[config.mk]
export PLATFORM = sky130hd
export DESIGN_NAME = hazard_scheduler
export DESIGN_NICKNAME = d
export VERILOG_FILES = /design/src/rtl/mips_pkg.sv /design/src/rtl/sat_counter.sv /design/src/rtl/hazard_scheduler.sv
export SDC_FILE = /design/constraint.sdc
export NUM_CORES = 1
export LEC_CHECK = 0
export BUFFER_PORTS_ARGS = -buffer_cell sky130_fd_sc_hd__buf_2
export CORE_ASPECT_RATIO = 0.7
export CORE_MARGIN = 5
export CORE_UTILIZATION = 50
export DETAILED_ROUTE_END_ITERATION = 7
export PLACE_DENSITY = 0.81
export SYNTH_ARGS = -nofsm -noshare
export SYNTH_HDL_FRONTEND = slang
export SYNTH_SLANG_ARGS = --single-unit
[constraint.sdc]
create_clock -name clk -period 2.3 [get_ports clk]
set_input_delay 0.345 -clock clk [delete_from_list [all_inputs] [get_ports clk]]
set_output_delay 0.345 -clock clk [all_outputs]
set_load 0.03 [all_outputs]
[src/rtl/mips_pkg.sv]
// mips_pkg: shared definitions for the MIPS-32 hazard scheduler.
//   - opcode constants for the instruction classes the scheduler cares about
//   - ALU operand forwarding select encodings
//   - shadow pipeline entry structs (EX keeps source info, MEM/WB keep only dst)
//   - decode_use_dst(): per-opcode source usage, write-back and load info
package mips_pkg;

    localparam int unsigned REG_AW = 5;

    localparam logic [5:0] OP_R   = 6'b000000;
    localparam logic [5:0] OP_LW  = 6'b100011;
    localparam logic [5:0] OP_SW  = 6'b101011;
    localparam logic [5:0] OP_BEQ = 6'b000100;
    localparam logic [5:0] OP_J   = 6'b000010;

    localparam logic [1:0] FWD_RF    = 2'b00;
    localparam logic [1:0] FWD_EXMEM = 2'b10;
    localparam logic [1:0] FWD_MEMWB = 2'b01;

    typedef struct packed {
        logic              uses_rs;
        logic              uses_rt;
        logic              regwrite;
        logic              memread;
        logic [REG_AW-1:0] dst;
    } decode_t;

    typedef struct packed {
        logic              v;
        logic              regwrite;
        logic              memread;
        logic [REG_AW-1:0] dst;
        logic [REG_AW-1:0] rs;
        logic [REG_AW-1:0] rt;
        logic              uses_rs;
        logic              uses_rt;
    } ex_entry_t;

    typedef struct packed {
        logic              v;
        logic              regwrite;
        logic [REG_AW-1:0] dst;
    } wb_entry_t;

    function automatic decode_t decode_use_dst(input logic [5:0]        opcode,
                                               input logic [REG_AW-1:0] rt,
                                               input logic [REG_AW-1:0] rd);
        decode_t d;
        d = '0;
        case (opcode)
            OP_R: begin
                d.uses_rs  = 1'b1;
                d.uses_rt  = 1'b1;
                d.regwrite = 1'b1;
                d.dst      = rd;
            end
            OP_LW: begin
                d.uses_rs  = 1'b1;
                d.regwrite = 1'b1;
                d.memread  = 1'b1;
                d.dst      = rt;
            end
            OP_SW, OP_BEQ: begin
                d.uses_rs = 1'b1;
                d.uses_rt = 1'b1;
            end
            default: d = '0;
        endcase
        // $0 is hardwired, so writing it never creates a dependency
        if (d.dst == '0) d.regwrite = 1'b0;
        return d;
    endfunction

endpackage

[src/rtl/sat_counter.sv]
// sat_counter: event counter that sticks at all-ones.
//   clk, rst_n : clock and asynchronous active-low reset
//   inc        : count one event this cycle
//   clr        : synchronous clear, wins over inc
//   count      : current count
module sat_counter #(
    parameter int unsigned CNT_W = 16
) (
    input  logic             clk,
    input  logic             rst_n,
    input  logic             inc,
    input  logic             clr,
    output logic [CNT_W-1:0] count
);

    logic [CNT_W-1:0] count_q;

    always_ff @(posedge clk or negedge rst_n) begin
        if (!rst_n) begin
            count_q <= '0;
        end else if (clr) begin
            count_q <= '0;
        end else if (inc && (count_q != '1)) begin
            count_q <= count_q + CNT_W'(1);
        end
    end

    assign count = count_q;

endmodule

[src/rtl/hazard_scheduler.sv]
// hazard_scheduler: pipeline hazard control for the 5-stage MIPS-32 core.
// Shadows the EX/MEM/WB destination state and produces, combinationally:
//   pc_write, ifid_write   : PC and IF/ID load enables (low during load-use stall)
//   ifid_flush             : squash IF/ID (taken branch in EX or jump in ID)
//   idex_bubble            : zero ID/EX controls (taken branch or load-use)
//   fwd_a, fwd_b           : ALU operand selects for the instruction in EX
//   stall_cnt, flush_cnt   : saturating perf counters, cleared by cnt_clr
// Inputs: id_valid/id_opcode/id_rs/id_rt/id_rd describe the ID instruction,
// ex_branch_taken flags a taken BEQ resolving in EX.
module hazard_scheduler
    import mips_pkg::*;
#(
    parameter int unsigned CNT_W = 16,
    parameter int unsigned RA_W  = 5
) (
    input  logic             clk,
    input  logic             rst_n,
    input  logic             id_valid,
    input  logic [5:0]       id_opcode,
    input  logic [RA_W-1:0]  id_rs,
    input  logic [RA_W-1:0]  id_rt,
    input  logic [RA_W-1:0]  id_rd,
    input  logic             ex_branch_taken,
    input  logic             cnt_clr,
    output logic             pc_write,
    output logic             ifid_write,
    output logic             ifid_flush,
    output logic             idex_bubble,
    output logic [1:0]       fwd_a,
    output logic [1:0]       fwd_b,
    output logic [CNT_W-1:0] stall_cnt,
    output logic [CNT_W-1:0] flush_cnt
);

    ex_entry_t ex_q, ex_d;
    wb_entry_t mem_q, wb_q;
    decode_t   dec;
    logic      load_use;
    logic      id_jump;
    logic      stall_win;

    assign dec = decode_use_dst(id_opcode, id_rt, id_rd);

    assign load_use = ex_q.v && ex_q.memread && (ex_q.dst != '0) && id_valid &&
                      ((dec.uses_rs && (ex_q.dst == id_rs)) ||
                       (dec.uses_rt && (ex_q.dst == id_rt)));

    assign id_jump = id_valid && (id_opcode == OP_J);

    // A taken branch squashes the ID instruction, so its hazards are moot.
    always_comb begin
        pc_write    = 1'b1;
        ifid_write  = 1'b1;
        ifid_flush  = 1'b0;
        idex_bubble = 1'b0;
        stall_win   = 1'b0;
        if (ex_branch_taken) begin
            ifid_flush  = 1'b1;
            idex_bubble = 1'b1;
        end else if (load_use) begin
            pc_write    = 1'b0;
            ifid_write  = 1'b0;
            idex_bubble = 1'b1;
            stall_win   = 1'b1;
        end else if (id_jump) begin
            ifid_flush = 1'b1;
        end
    end

    always_comb begin
        ex_d = '0;
        if (id_valid && !idex_bubble) begin
            ex_d.v        = 1'b1;
            ex_d.regwrite = dec.regwrite;
            ex_d.memread  = dec.memread;
            ex_d.dst      = dec.dst;
            ex_d.rs       = id_rs;
            ex_d.rt       = id_rt;
            ex_d.uses_rs  = dec.uses_rs;
            ex_d.uses_rt  = dec.uses_rt;
        end
    end

    always_ff @(posedge clk or negedge rst_n) begin
        if (!rst_n) begin
            ex_q  <= '0;
            mem_q <= '0;
            wb_q  <= '0;
        end else begin
            ex_q  <= ex_d;
            mem_q <= '{v: ex_q.v, regwrite: ex_q.regwrite, dst: ex_q.dst};
            wb_q  <= mem_q;
        end
    end

    // EX/MEM is the younger result, so it is checked first.
    function automatic logic [1:0] fwd_sel(input logic              ex_v,
                                           input logic              uses,
                                           input logic [REG_AW-1:0] src,
                                           input wb_entry_t         mem,
                                           input wb_entry_t         wb);
        logic [1:0] sel;
        sel = FWD_RF;
        if (ex_v && uses) begin
            if (mem.v && mem.regwrite && (mem.dst != '0) && (mem.dst == src)) begin
                sel = FWD_EXMEM;
            end else if (wb.v && wb.regwrite && (wb.dst != '0) && (wb.dst == src)) begin
                sel = FWD_MEMWB;
            end
        end
        return sel;
    endfunction

    assign fwd_a = fwd_sel(ex_q.v, ex_q.uses_rs, ex_q.rs, mem_q, wb_q);
    assign fwd_b = fwd_sel(ex_q.v, ex_q.uses_rt, ex_q.rt, mem_q, wb_q);

    sat_counter #(
        .CNT_W (CNT_W)
    ) u_stall_cnt (
        .clk   (clk),
        .rst_n (rst_n),
        .inc   (stall_win),
        .clr   (cnt_clr),
        .count (stall_cnt)
    );

    sat_counter #(
        .CNT_W (CNT_W)
    ) u_flush_cnt (
        .clk   (clk),
        .rst_n (rst_n),
        .inc   (ifid_flush),
        .clr   (cnt_clr),
        .count (flush_cnt)
    );

endmodule

==> summary.md <==
| Metric | Value |
|---|---|
| Status | finished, violations left |
| Failing checks | setup timing |
| Most frequent cells in the layout | 66 x dfrtp_1, 58 x buf_2, 29 x nor2_1, 27 x buf_4, 22 x xor2_1 |
| Syn Inst Count | 326 |
| Clk Latency, worst-skew pair | 0.34 ns |
| Delay-heaviest family, CP | simple AND/OR/NAND/NOR gates |
| Distinct cells, synth | 44 |
| Period minus WS final | 2.35 ns |
| Synth warn | 0 |
| Clock slew at reported path FFs | 0.08 ns |
| Final slew viol count | 0 |
| Synth Area in Adders | 0.00744 |
| Post-synthesis compound-gate area fraction | 0.0744 |
| Final HPWL DP | 5720 microns |
| Area grow syn2layout | 27.9% |
| CP Buf/Inv Count | 1 |
| CTS tree | done |
| Die width | 108 microns |
| Gr usage total | 0.204 |
| Vias in the first global route | ~2800 |
| Worst vdd ir | around 0.00030 V |
| DRC | 0 |
| Initial antenna violation count | 0 |
| Simple-gate share of the synthesized area | 0.270 |
| Die footprint | 8490 sq um |
| Post-synthesis mux area share | 0.0324 |
| GRT Residual Overflow | 0 |
| Critical-path maximum fanout | 2 |
| Startpoint Class | register |
| Critical path type | reg2out |
| Post-DRT Antenna Nets | 0 |
| Crit-path cells | or4_1, o211ai_1, nor4_1, and3_1, buf_2 |
| DR vias | 2857 |
| Layout cell share with drive strength beyond 1 | 0.321 |
| Fin Setup TNS | -0.246 ns |
| Slew HR | 0.542 |
| Slowest Stage Delay on Critical Path | 0.54 ns |
| Synth Net Count | 354 |
| Top post-synthesis cells by area | dfrtp_1 49%, xor2_1 6.0%, xnor2_1 4.7% |
| Die height | 78.6 microns |
| Crit end category | output port |
| Leak | 2.11 nW |
| Pre-CTS setup slack | -0.183 ns |
| Post-DR vias/cell | 5.56 |
| First drt pass iteration count | 4 |
| ANT cells | 0 |
| # setup viols final | 6 |
| Fin area | 4300 sq um |
| WL final | 8350 microns |
| Worst path slowest cell | or4_1 |
| Largest family of logic cells by synthesized area | simple AND/OR/NAND/NOR gates |
| Clk buf depth | 2 |
| Worst clock skew | 0.00733 ns |
| First-pass GRT wire length | around 14000 microns |
| Least-Margin Pin Slew | 0.686 ns |
| Post-Place Cell Area | 3930 sq um |
| GPL Wtd Cong | 0.891 |
| Nets@finish | 443 |
| CTS buffer count | 9 |
| Core region area | 6630 sq um |
| Port bufs | 65 |
| Largest area contributor in the netlist | dfrtp_1 |
| Endpoints failing hold | 0 |
| Initial Util | 0.507 |
| Unrepaired setup endpoints after global routing | yes |
| Synth Area per Inst | 10.3 sq um |
| Overall power | 2.47 mW |
| Filler cells | 525 |
| Yosys reg bits | 66 |
| PwrDens | 575 nW/um^2 |
| Synth Area in XOR/XNOR | 0.107 |
| Commonest non-fill, non-tap cell in the layout | dfrtp_1 |
| Post-Synthesis Cell Area | ~3400 sq um |
| Iteration-0 DRC Markers | 176 |
| Worst Path Arrival | ~2.0 ns |
| Clock sink count | 66 |
| DR WL/cell | 16.2 microns |
| Seq/Total Area, Yosys | 0.491 |
| Min Hold Slack | 0.262 ns |
| FP Rows | 25 |
| Largest net degree at the start of global routing | 41 |
| Fmax | 426 MHz |
| Root buf cell | clkbuf_8 |
| Max cap viols | 0 |
| H-tree depth | 3 |
| # IOs | 66 |
| Worst hold path class | in2reg |
| Critical path data required time | roughly 2 ns |
| Final worst slack | -0.0499 ns |
| Period utilisation layout | 1.02 |
| Share of the synthesized area in the top cell type | 0.491 |
final timing paths:
kind / cells past startpoint / start / end / slack [ns]
worst max-delay path: 5 / mem_q[1] / fwd_a[1] / -0.05
worst min-delay path: 2 / id_rs[1] / ex_q[8] / 0.26
worst max register to register: 8 / ex_q[12] / u_stall_cnt.count[6] / 0.07
worst min register to register: 0 / ex_q[18] / mem_q[5] / 0.36
max in group asynchronous: 3 / rst_n / u_flush_cnt.count[4] / 1.06
min in group asynchronous: 2 / rst_n / wb_q[3] / 0.50
cells in the mapped netlist (all sizes together):
master and count:
dfrtp 66, and3b 4, nor3b 1, mux2i 3, ha 2, o2111ai 1, o21ai 5, xnor2 18
and4 6, nand4 9, nand3b 2, or2 2, buf 1, nor2b 7, o41ai 2, o211ai 3
a21oi 13, inv 2, o21a 1, a22o 2, and3 21, o31ai 4, clkbuf 12, o22ai 1
nand3 12, nand2 11, mux2 7, a22oi 3, or3 8, nor2 30, or4b 1, nor3 12
a41o 1, and2 3, nor4 9, xor2 23, nand2b 5, nand4b 3, a31oi 1, or4 9
kinds of logic after synthesis:
family                     Yosys count
adders and majority gates            2
DFF                                 66
buffers and inverters               15
and+or+nand+nor                    155
muxes                               10
xor gates and xnor gates            41
AOI/OAI and AO/OA                   37
power breakdown:
group	total (mW)	internal (mW)	switching [mW]
sequential	1.19	1.18	0.0170
clock	1.10	0.641	0.456
combinational	0.185	0.0725	0.112
total	2.47	1.89	0.585
area by class of cell:
type / count / area (sq um) / area share
tap: 94 / 118 / 0.0273
multi-input combinational: 245 / 1740 / 0.404
inverter: 2 / 7.51 / 0.00175
clock inverter: 6 / 88.8 / 0.0207
clock buffer: 10 / 138 / 0.0320
sequential: 66 / 1650 / 0.384
timing repair buffer: 91 / 559 / 0.130
metal layers:
layer / vias up / global-route usage / wire [microns]
li1: 1367 / - / -
met1: 1403 / 0.264 / 3760
met2: 77 / 0.324 / 4080
met3: 10 / 0.0616 / 404
met4: 0 / 0.0744 / 101
met5: - / 0 / 0
registers in the layout, summed over array words and instances (netlist names):
signal             cells
ex_q                  20
u_flush_cnt.count     16
u_stall_cnt.count     16
mem_q                  7
wb_q                   7
per-stage QoR:
stage / cells / util
3_5_place_dp: 491 / 0.592
6_report: 514 / 0.648
5_1_grt: 514 / 0.648
3_3_place_gp: 491 / 0.592
2_1_floorplan: 326 / -
4_1_cts: 513 / 0.643
repair_timing:
action / in CTS / in global routing
gates resized for setup: 16 / 7
setup endpoints to repair: 7 / 7
endpoints found under the hold margin: 21 / 0
pin swaps: 6 / 6
hold buffers: 1 / 0
setup buffers: 5 / 1
Note: power is estimated with default switching activity, not from simulation.
